**src/rtl/irrigation_pkg.sv**
```systemverilog
// Shared definitions for the tank level path: level encodings, FSM states,
// thermometer pattern constants and pattern decode helpers.
package irrigation_pkg;

   typedef enum logic [1:0] {
      LVL_EMPTY = 2'b00,
      LVL_LOW   = 2'b01,
      LVL_MID   = 2'b10,
      LVL_HIGH  = 2'b11
   } level_t;

   typedef enum logic [2:0] {
      ST_INIT,
      ST_EMPTY,
      ST_LOW,
      ST_MID,
      ST_HIGH,
      ST_FAULT
   } state_t;

   // Sensor pattern is {high, mid, low}; only thermometer codes are physical.
   localparam logic [2:0] PAT_EMPTY = 3'b000;
   localparam logic [2:0] PAT_LOW   = 3'b001;
   localparam logic [2:0] PAT_MID   = 3'b011;
   localparam logic [2:0] PAT_HIGH  = 3'b111;

   // Per-sensor status handed from a debouncer to the level tracker.
   typedef struct packed {
      logic stable;   // accepted (debounced) value
      logic pending;  // synchronised value differs from the accepted one
      logic commit;   // accepted value updates on this clock edge
   } sensor_status_t;

   function automatic logic is_valid_pattern(input logic [2:0] p);
      return (p == PAT_EMPTY) || (p == PAT_LOW) || (p == PAT_MID) || (p == PAT_HIGH);
   endfunction

   // Invalid patterns decode to EMPTY; callers gate with is_valid_pattern().
   function automatic level_t pattern_to_level(input logic [2:0] p);
      level_t l;
      case (p)
         PAT_LOW:  l = LVL_LOW;
         PAT_MID:  l = LVL_MID;
         PAT_HIGH: l = LVL_HIGH;
         default:  l = LVL_EMPTY;
      endcase
      return l;
   endfunction

   function automatic state_t level_to_state(input level_t l);
      state_t s;
      case (l)
         LVL_LOW:  s = ST_LOW;
         LVL_MID:  s = ST_MID;
         LVL_HIGH: s = ST_HIGH;
         default:  s = ST_EMPTY;
      endcase
      return s;
   endfunction

   function automatic logic is_level_state(input state_t s);
      return (s == ST_EMPTY) || (s == ST_LOW) || (s == ST_MID) || (s == ST_HIGH);
   endfunction

   // Non-level states map to EMPTY; only meaningful for level states.
   function automatic level_t state_to_level(input state_t s);
      level_t l;
      case (s)
         ST_LOW:  l = LVL_LOW;
         ST_MID:  l = LVL_MID;
         ST_HIGH: l = LVL_HIGH;
         default: l = LVL_EMPTY;
      endcase
      return l;
   endfunction

   // Same level or one step apart; widened so HIGH and EMPTY never look adjacent.
   function automatic logic levels_adjacent(input level_t a, input level_t b);
      logic [2:0] wa;
      logic [2:0] wb;
      wa = {1'b0, a};
      wb = {1'b0, b};
      return (wa == wb) || (wa == wb + 3'd1) || (wb == wa + 3'd1);
   endfunction

endpackage

```
**src/rtl/sensor_debouncer.sv**
```systemverilog
// One tank sensor: two-flop synchroniser followed by a tick-based debouncer.
// A new synchronised value is accepted after DEBOUNCE_TICKS consecutive
// enabled ticks of disagreement with the accepted value.
module sensor_debouncer
   import irrigation_pkg::*;
#(
   parameter int DEBOUNCE_TICKS = 4,
   parameter int CNT_W          = 8
) (
   input  logic           clock,
   input  logic           reset,
   input  logic           sample_enable,
   input  logic           raw_level,
   output sensor_status_t status
);

   localparam logic [CNT_W-1:0] CNT_LAST = CNT_W'(DEBOUNCE_TICKS - 1);

   logic             sync_q1;
   logic             sync_q2;
   logic             stable_q;
   logic [CNT_W-1:0] cnt_q;
   logic             differs;
   logic             commit;

   assign differs = (sync_q2 != stable_q);
   assign commit  = differs && sample_enable && (cnt_q >= CNT_LAST);

   // Synchroniser runs every clock, independent of the sample tick.
   always_ff @(posedge clock) begin
      if (reset) begin
         sync_q1 <= 1'b0;
         sync_q2 <= 1'b0;
      end else begin
         sync_q1 <= raw_level;
         sync_q2 <= sync_q1;
      end
   end

   // Count enabled ticks of disagreement; any agreement restarts the count.
   always_ff @(posedge clock) begin
      if (reset) begin
         stable_q <= 1'b0;
         cnt_q    <= '0;
      end else if (!differs) begin
         cnt_q <= '0;
      end else if (sample_enable) begin
         if (cnt_q >= CNT_LAST) begin
            stable_q <= sync_q2;
            cnt_q    <= '0;
         end else begin
            cnt_q <= cnt_q + CNT_W'(1);
         end
      end
   end

   assign status.stable  = stable_q;
   assign status.pending = differs;
   assign status.commit  = commit;

endmodule

```
**src/rtl/water_level_sampler.sv**
```systemverilog
// Turns three raw tank sensors into a trusted level code. Each sensor is
// synchronised and debounced, the debounced pattern is tracked by a level FSM
// that rejects impossible patterns and impossible jumps via a FAULT state.
module water_level_sampler
   import irrigation_pkg::*;
#(
   parameter int DEBOUNCE_TICKS = 4,
   parameter int CONFLICT_TICKS = 3,
   parameter int CNT_W          = 8
) (
   input  logic       clock,
   input  logic       reset,
   input  logic       sample_enable,
   input  logic       low_water_level,
   input  logic       mid_water_level,
   input  logic       high_water_level,
   output logic [1:0] level_code,
   output logic       level_valid,
   output logic       conflicting_values,
   output logic       level_changed
);

   localparam int               NUM_SENSORS = 3;
   localparam logic [CNT_W-1:0] INIT_LAST   = CNT_W'(DEBOUNCE_TICKS);
   localparam logic [CNT_W-1:0] CONF_LAST   = CNT_W'(CONFLICT_TICKS);

   logic           [NUM_SENSORS-1:0] raw;
   sensor_status_t [NUM_SENSORS-1:0] sts;
   logic           [NUM_SENSORS-1:0] pattern;
   logic                             any_commit;
   logic                             all_quiet;

   state_t           state_q, state_d;
   logic [CNT_W-1:0] conf_cnt_q, conf_cnt_d;
   logic [CNT_W-1:0] init_cnt_q;
   logic             done_seen_q;
   level_t           level_code_q;
   logic             level_valid_q;
   logic             conflict_q;
   logic             changed_q;

   logic             p_valid;
   level_t           p_level;
   logic             init_ready;
   logic             tracking;

   assign raw = {high_water_level, mid_water_level, low_water_level};

   for (genvar i = 0; i < NUM_SENSORS; i++) begin : g_sensor
      sensor_debouncer #(
         .DEBOUNCE_TICKS (DEBOUNCE_TICKS),
         .CNT_W          (CNT_W)
      ) u_deb (
         .clock         (clock),
         .reset         (reset),
         .sample_enable (sample_enable),
         .raw_level     (raw[i]),
         .status        (sts[i])
      );
      assign pattern[i] = sts[i].stable;
   end

   // Collapse per-sensor status into "something settled" / "nothing pending".
   always_comb begin
      any_commit = 1'b0;
      all_quiet  = 1'b1;
      for (int i = 0; i < NUM_SENSORS; i++) begin
         any_commit = any_commit | sts[i].commit;
         all_quiet  = all_quiet & ~sts[i].pending;
      end
   end

   // INIT release: first accepted change, or a full debounce window of silence.
   always_ff @(posedge clock) begin
      if (reset) begin
         done_seen_q <= 1'b0;
         init_cnt_q  <= '0;
      end else begin
         if (any_commit) done_seen_q <= 1'b1;
         if (!all_quiet)
            init_cnt_q <= '0;
         else if (sample_enable && (init_cnt_q < INIT_LAST))
            init_cnt_q <= init_cnt_q + CNT_W'(1);
      end
   end

   assign p_valid    = is_valid_pattern(pattern);
   assign p_level    = pattern_to_level(pattern);
   assign init_ready = done_seen_q || (init_cnt_q >= INIT_LAST);

   // Next-state: level moves happen on any clock, conflict timing only on ticks.
   always_comb begin
      state_d    = state_q;
      conf_cnt_d = conf_cnt_q;
      tracking   = (state_q != ST_INIT) || init_ready;
      if (state_q == ST_FAULT) begin
         if (!p_valid) begin
            conf_cnt_d = '0;
         end else if (sample_enable) begin
            if (conf_cnt_q >= CONF_LAST) begin
               state_d    = level_to_state(p_level);
               conf_cnt_d = '0;
            end else begin
               conf_cnt_d = conf_cnt_q + CNT_W'(1);
            end
         end
      end else if (tracking) begin
         if (p_valid) begin
            conf_cnt_d = '0;
            if ((state_q == ST_INIT) || levels_adjacent(state_to_level(state_q), p_level))
               state_d = level_to_state(p_level);
            else
               state_d = ST_FAULT;
         end else if (sample_enable) begin
            if (conf_cnt_q >= CONF_LAST) begin
               state_d    = ST_FAULT;
               conf_cnt_d = '0;
            end else begin
               conf_cnt_d = conf_cnt_q + CNT_W'(1);
            end
         end
      end
   end

   // State and conflict counter registers.
   always_ff @(posedge clock) begin
      if (reset) begin
         state_q    <= ST_INIT;
         conf_cnt_q <= '0;
      end else begin
         state_q    <= state_d;
         conf_cnt_q <= conf_cnt_d;
      end
   end

   // Registered outputs derived from the next state so they move with it.
   always_ff @(posedge clock) begin
      if (reset) begin
         level_code_q  <= LVL_EMPTY;
         level_valid_q <= 1'b0;
         conflict_q    <= 1'b0;
         changed_q     <= 1'b0;
      end else begin
         level_valid_q <= is_level_state(state_d);
         conflict_q    <= (state_d == ST_FAULT);
         changed_q     <= (state_d != state_q);
         if (is_level_state(state_d)) level_code_q <= state_to_level(state_d);
      end
   end

   assign level_code         = level_code_q;
   assign level_valid        = level_valid_q;
   assign conflicting_values = conflict_q;
   assign level_changed      = changed_q;

endmodule

```
**config.mk**
```make
export PLATFORM = sky130hd
export DESIGN_NAME = water_level_sampler
export DESIGN_NICKNAME = d
export VERILOG_FILES = /design/src/rtl/irrigation_pkg.sv /design/src/rtl/sensor_debouncer.sv /design/src/rtl/water_level_sampler.sv
export SDC_FILE = /design/constraint.sdc
export NUM_CORES = 1
export LEC_CHECK = 0
export CORE_MARGIN = 2
export CORE_UTILIZATION = 65
export CTS_BUF_LIST = sky130_fd_sc_hd__clkbuf_4 sky130_fd_sc_hd__clkbuf_8
export DETAILED_ROUTE_END_ITERATION = 12
export PLACE_DENSITY = 0.84
export SYNTH_ARGS = -nofsm -noshare
export SYNTH_HDL_FRONTEND = slang
export SYNTH_SLANG_ARGS = --single-unit
```
**constraint.sdc**
```tcl
create_clock -name clock -period 4.5 [get_ports clock]
set_input_delay 1.35 -clock clock [delete_from_list [all_inputs] [get_ports clock]]
set_output_delay 1.35 -clock clock [all_outputs]
set_load 0.01 [all_outputs]
```
After elaboration in Yosys (flattened, before gate mapping)
Index checks and enable logic that the tools add are counted.
{ "word_totals": {"input_bits": 6, "output_inout_bits": 5, "register_bits": 58, "elab_cells": 117} }
{ "op_classes": {"n_lt_le_gt_ge": 6, "muxes": 25, "n_reduce_logical": 29, "bitwise": 8, "add_sub_neg": 7, "eq_ne": 22} }
{ "op_table": {"columns": ["cell", "n"], "rows": [
  ["2-to-1 mux 8 bit", 9],
  ["adder 8 x 1 -> 8 bit (second input constant)", 5],
  ["greater-or-equal comparator 8 x 2 -> 1 bit (second input constant)", 4],
  ["2-to-1 mux 3 bit", 9],
  ["one-hot mux 2 bit (3 select lines)", 3],
  ["equality test 3 x 2 -> 1 bit (second input constant)", 5],
  ["equality test 3 bit (second input constant)", 5],
  ["logical OR 1 bit", 11],
  ["one-hot mux 3 bit (3 select lines)", 1],
  ["AND reduction 3 bit", 3],
  ["greater-or-equal comparator 8 x 3 -> 1 bit (second input constant)", 1],
  ["less-than comparator 8 x 3 -> 1 bit (second input constant)", 1],
  ["OR reduction 2 bit", 4],
  ["logical AND 1 bit", 7],
  ["adder 2 x 1 -> 3 bit (second input constant)", 2],
  ["equality test 2 x 3 -> 1 bit", 2],
  ["equality test 3 x 1 -> 1 bit (second input constant)", 2],
  ["logical NOT 3 bit", 2],
  ["2-to-1 mux 2 bit", 3],
  ["equality test 2 bit (second input constant)", 2],
  ["inverter 1 bit", 4],
  ["!= test 1 bit", 3],
  ["!= test 3 bit", 1],
  ["nonzero test 3 bit", 1],
  ["other kinds (5)", 7]
]} }

Logic depth before layout (Yosys ltp)
{ "depth": {"depth_word": 19, "ltp_mapped": 13, "depth_no_buf": 11} }

Modules after synthesis
A second synthesis with hierarchy kept.
{ "hier_totals": {"hier_cells": 306, "hier_area_um2": 3089.2} }
{ "by_module_without_submodules": {"columns": ["module", "area_each_um2", "cells_each", "seq_area_each_um2", "n_inst"], "rows": [
  ["sensor_debouncer", 549.3, 46, 220.2, 3],
  ["water_level_sampler", 1441.4, 168, 500.5, 1]
]} }

Worst setup path after synthesis
OpenSTA, ideal clock, no wires.
{ "synth_path": {"path_kind": "input port to flip-flop", "from": "input port sample_enable", "to": "register level_code_q[1], in the netlist level_code[1]", "n_path_buf": 0, "t_arrival_ns": 2.715, "slack_ns": 1.665, "stages": 6, "t_required_ns": 4.380, "setup_ns": 0.120, "cell_sequence": "o41a_4 o311a_1 or4b_2 nand2_1 nor2_1 a211o_1"} }
{ "synth_via": {"elab_chain_cells": 8, "elab_cells_between_ends": 14, "cone_classes": "4 x eq/ne; 7 x mux; 3 x reduce/logical"} }
{ "synth_rtl": {"columns": ["item", "line_no", "text"], "rows": [
  ["from (decl)", "water_level_sampler.sv:13", "input logic sample_enable,"],
  ["2-to-1 mux 3 bit", "water_level_sampler.sv:114", "end else if (sample_enable) begin"],
  ["2-to-1 mux 3 bit", "water_level_sampler.sv:108", "if (p_valid) begin"],
  ["2-to-1 mux 3 bit", "water_level_sampler.sv:107", "end else if (tracking) begin"],
  ["2-to-1 mux 3 bit (*)", "water_level_sampler.sv:96", "if (state_q == ST_FAULT) begin"],
  ["equality test 3 x 1 -> 1 bit / equality test 3 x 2 -> 1 bit (equally long branches)", "irrigation_pkg.sv:62, irrigation_pkg.sv:68", null],
  ["logical OR 1 bit (3 in a row)", "irrigation_pkg.sv:62", "return (s == ST_EMPTY) || (s == ST_LOW) || (s == ST_MID) || (s == ST_HIGH);"],
  ["to (signal assigned)", "water_level_sampler.sv:147", "if (is_level_state(state_d)) level_code_q <= state_to_level(state_d);"],
  ["to (decl)", "water_level_sampler.sv:37", "level_t level_code_q;"]
]} }
Mark *: on every way between the ends. The rest lies on a longest branch, timed or not.
A chain may end at the register's enable or synchronous reset.

Worst setup path after layout
{ "layout_path": {"from": "input port sample_enable", "to": "register changed_q, in the netlist level_changed"} }
{ "layout_via": {"elab_chain_cells": 5, "elab_cells_between_ends": 7, "cone_classes": "1 x eq/ne; 6 x mux"} }
{ "layout_rtl": {"columns": ["item", "line_no", "text"], "rows": [
  ["2-to-1 mux 3 bit", "water_level_sampler.sv:114", null],
  ["2-to-1 mux 3 bit", "water_level_sampler.sv:108", null],
  ["2-to-1 mux 3 bit", "water_level_sampler.sv:107", null],
  ["2-to-1 mux 3 bit (*)", "water_level_sampler.sv:96", null],
  ["!= test 3 bit (*)", "water_level_sampler.sv:146", "changed_q <= (state_d != state_q);"],
  ["to (signal assigned)", "water_level_sampler.sv:146", null],
  ["to (decl)", "water_level_sampler.sv:40", "logic changed_q;"]
]} }
Marks and branches as above.

==> impl_metrics.ini <==
[sta]
min_period_ns = 3.27
max_slew.worst_pin.slew_ns = 0.613
fin_skew_ns = 0.00737
worst_hold_slack_ns = 0.437
max_freq_ghz = 0.306
final_min_period_over_clock_period_pct = 72.6
maxSlewViolCount = 0
final-setup-viol-count = 0
timing_hold_violations_final = 0
setup_total_negative_slack_ns = 0
finalWorstSetupSlack_ns = 1.23
max_slew_margin_pct = 58.8
grt_setup_unrepaired = false

[cts]
clock-sinks = 58
clk_root_buffer_cell = clkbuf_8
cts_repair_resize_count = 0
numCtsBuffers = 9
post-cts-setup-buffer-count = 0
tritoncts = built
clk_pin_slew_worst_paths_ns = 0.06
cts_htree_levels = 3
clock_latency_ns = 0.34
cts-hold-fix-buffers = 0
clk_path_buf_depth = 2

[worst_setup_path]
cp_num_cells = 8
worst_r2r_startpoint = state_q[2]$_SDFF_PP0_
critical_path.startpoint = sample_enable
worst_setup_path_start_kind = primary input
critical_path.endpoint_type = register
critical_path.slowest_cell = clkdlybuf4s50_1
timing.rr.end = level_changed$_SDFF_PP0_
crit_chain = clkdlybuf4s50_1 -> buf_4 -> o41ai_1 -> o21ai_0 -> o21ai_1 -> o21ba_1 -> xnor2_1 -> o41a_1
path_delay_family = compound AO/OA/AOI/OAI gates
critical_path_peak_fanout = 19
reg2regPathDepth = 10
worst-path-buf-inv = 2
required_ns = 4.72
cp_data_arrival_time_ns = 3.49
rrSetupSlack_ns = 1.25
cpPeakStageDelay_ns = 0.51
timing_worst_setup_path_type = primary input to register
crit_end = level_changed$_SDFF_PP0_

[yosys]
summed_instance_area_of_the_synthesized_netlist_sq_um = 2690
ys.warnings.count = 0
syn_avg_cell_area_sq_um = 8.99
most_instantiated_flip_flop_cell_in_the_synthesis_netlist = dfxtp_1
seq_area_frac_synth_pct = 43.2
post_synth_inst_count = 299
post_synth_most_frequent_cells = dfxtp_1 (58), nor2_1 (48), nand2_1 (17)
synthDominantAreaCellType = dfxtp_1
ys_top_cells_by_area = dfxtp_1 (43%), nor2_1 (6.7%), xnor2_1 (4.2%), ha_1 (4.2%), mux2i_1 (2.6%)
number_of_enable_type_register_cells_in_the_synthesized_netlist = 0
synth-seq-cells = 58
synth.most_common_cell = dfxtp_1
post-synth-top-area-fraction_pct = 43.2
synth_cell_types = 59
asyncSetResetFlopFracSynth_pct = 0
syn-num-nets = 314

[layout]
layout-drive-gt1-share_pct = 9.58
antenna-diode-count = 0
final_area_sq_um = 3000
utilization_pct = 74.9
finalNetCount = 323
areaGrowthSynthToFinish_pct = 11.4

[placed_design]
detailedPlacementHpwl_microns = 3540
io_buffers = 10
placed_instance_area_sq_um = 2790
detailedPlace.worstSlack_ns = 0.912
finalWeightedCongestion = 0.921

[routing]
route.detailed.drc = 0
wl_per_cell_microns = 14.0
routed-via-count = 2061
drt_pre_antenna_iters = 4
via_per_inst = 5.68
wirelength_microns = 5080
detail_route.iter0.violations = 109
ant_nets = 0

[min_path]
holdCritStartpoint = g_sensor[0].u_deb.sync_q1$_SDFF_PP0_
hold_path.class = register to register

[grt]
grt_overflow = 0
antenna_found_initial = 0
grt_pass1_vias = 1920
grt_pass1_wl_microns = 8410
grtUsageMet3_pct = 9.38
grt_busiest_layer = met2
grt_start_max_net_pins = 20
globalRouteMet2Util_pct = 41.4
groute.layer.met1.usage_pct = 28.7
grtUsageTotal_pct = 24.9

[floorplan]
initial_core_util_pct = 67.2
design.core.area_sq_um = 4000
die_w_microns = 68.3
rows = 23
fp.dieH_microns = 68.3
num_io_pins = 11
die_area_sq_um = 4670

[pwr]
p_leak_uw = 0.00120
max-vdd-ir-drop_v = 0.000306
p_per_area_nw_per_um2 = 349

[status]
run_status = finished clean

[flow_run]
max-cap-violations = 0
[per-layer routing]
layer / routed length, microns / vias up
li1: - / 1061
met1: 2300 / 963
met2: 2470 / 28
met3: 226 / 9
met4: 86 / 0
met5: 0 / -
[cells in the final DEF (no fill, tap or decap), drive strengths merged, types with 3 or more instances in the layout]
master	Yosys	final
dfxtp	58	58
nor2	49	49
nand2	17	17
clkbuf	9	14
xnor2	13	13
a21oi	13	13
and3	11	11
inv	10	10
clkdlybuf4s50	0	10
ha	9	9
and2	9	9
xor2	8	8
mux2i	7	7
a31oi	7	7
nor2b	7	7
nor3	6	6
nor4	5	5
nand4	5	5
nand3	4	4
a21boi	3	3
o21bai	3	3
a211o	3	3
or3	3	3
and4	3	3
[logic make-up after synthesis]
| group | count (synthesis) | share of synthesized area (%) |
|---|---|---|
| adders and majority gates | 9 | 4.19 |
| DFF | 58 | 43.2 |
| and+or+nand+nor | 133 | 25.7 |
| muxes | 7 | 2.61 |
| xor gates and xnor gates | 21 | 6.84 |
| buffers and inverters | 24 | 4.33 |
| AOI/OAI and AO/OA | 47 | 13.2 |
[registers in the layout (all words and copies together), names as in the netlist]
| signal | cells |
|---|---|
| level_valid | 1 |
| g_sensor.u_deb.cnt_q | 24 |
| init_cnt_q | 8 |
| conf_cnt_q | 8 |
| g_sensor.u_deb.sync_q2 | 3 |
| g_sensor.u_deb.sync_q1 | 3 |
| done_seen_q | 1 |
| level_code | 2 |
| g_sensor.u_deb.stable_q | 3 |
| level_changed | 1 |
| state_q | 3 |
| conflicting_values | 1 |
[stage by stage]
step           instances  total power (uW)
2_1_floorplan        299               552
3_3_place_gp         347               562
3_5_place_dp         347               563
4_1_cts              363              1060
5_1_grt              363              1080
6_report             363              1050
[worst min-delay path by stage]
stage	endpoint	cells past startpoint	slack (ns)
after floorplan	g_sensor[0].u_deb.sync_q2$_SDFF_PP0_	1	0.41
after global placement	g_sensor[0].u_deb.sync_q2$_SDFF_PP0_	1	0.42
after detailed placement	g_sensor[0].u_deb.sync_q2$_SDFF_PP0_	1	0.43
after CTS	g_sensor[0].u_deb.sync_q2$_SDFF_PP0_	1	0.44
after global routing	g_sensor[0].u_deb.sync_q2$_SDFF_PP0_	1	0.45
final	g_sensor[0].u_deb.sync_q2$_SDFF_PP0_	1	0.44
[area by class of cell]
cell class	count	area, sq um
Fill cell	296	1000
Timing Repair Buffer	12	115
Clock inverter	2	35.0
Multi-Input combinational cell	217	1410
Sequential cell	58	1160
Inverter	10	37.5
Clock buffer	14	174
Tap cell	50	62.6
[power by group]
group / leakage (uW) / internal (uW) / switching [uW]
Sequential: 0.000469 / 518 / 2.39
Clock: 0.000111 / 304 / 189
Combinational: 0.000619 / 13.8 / 18.6
Power figures use the tool's default switching activity.
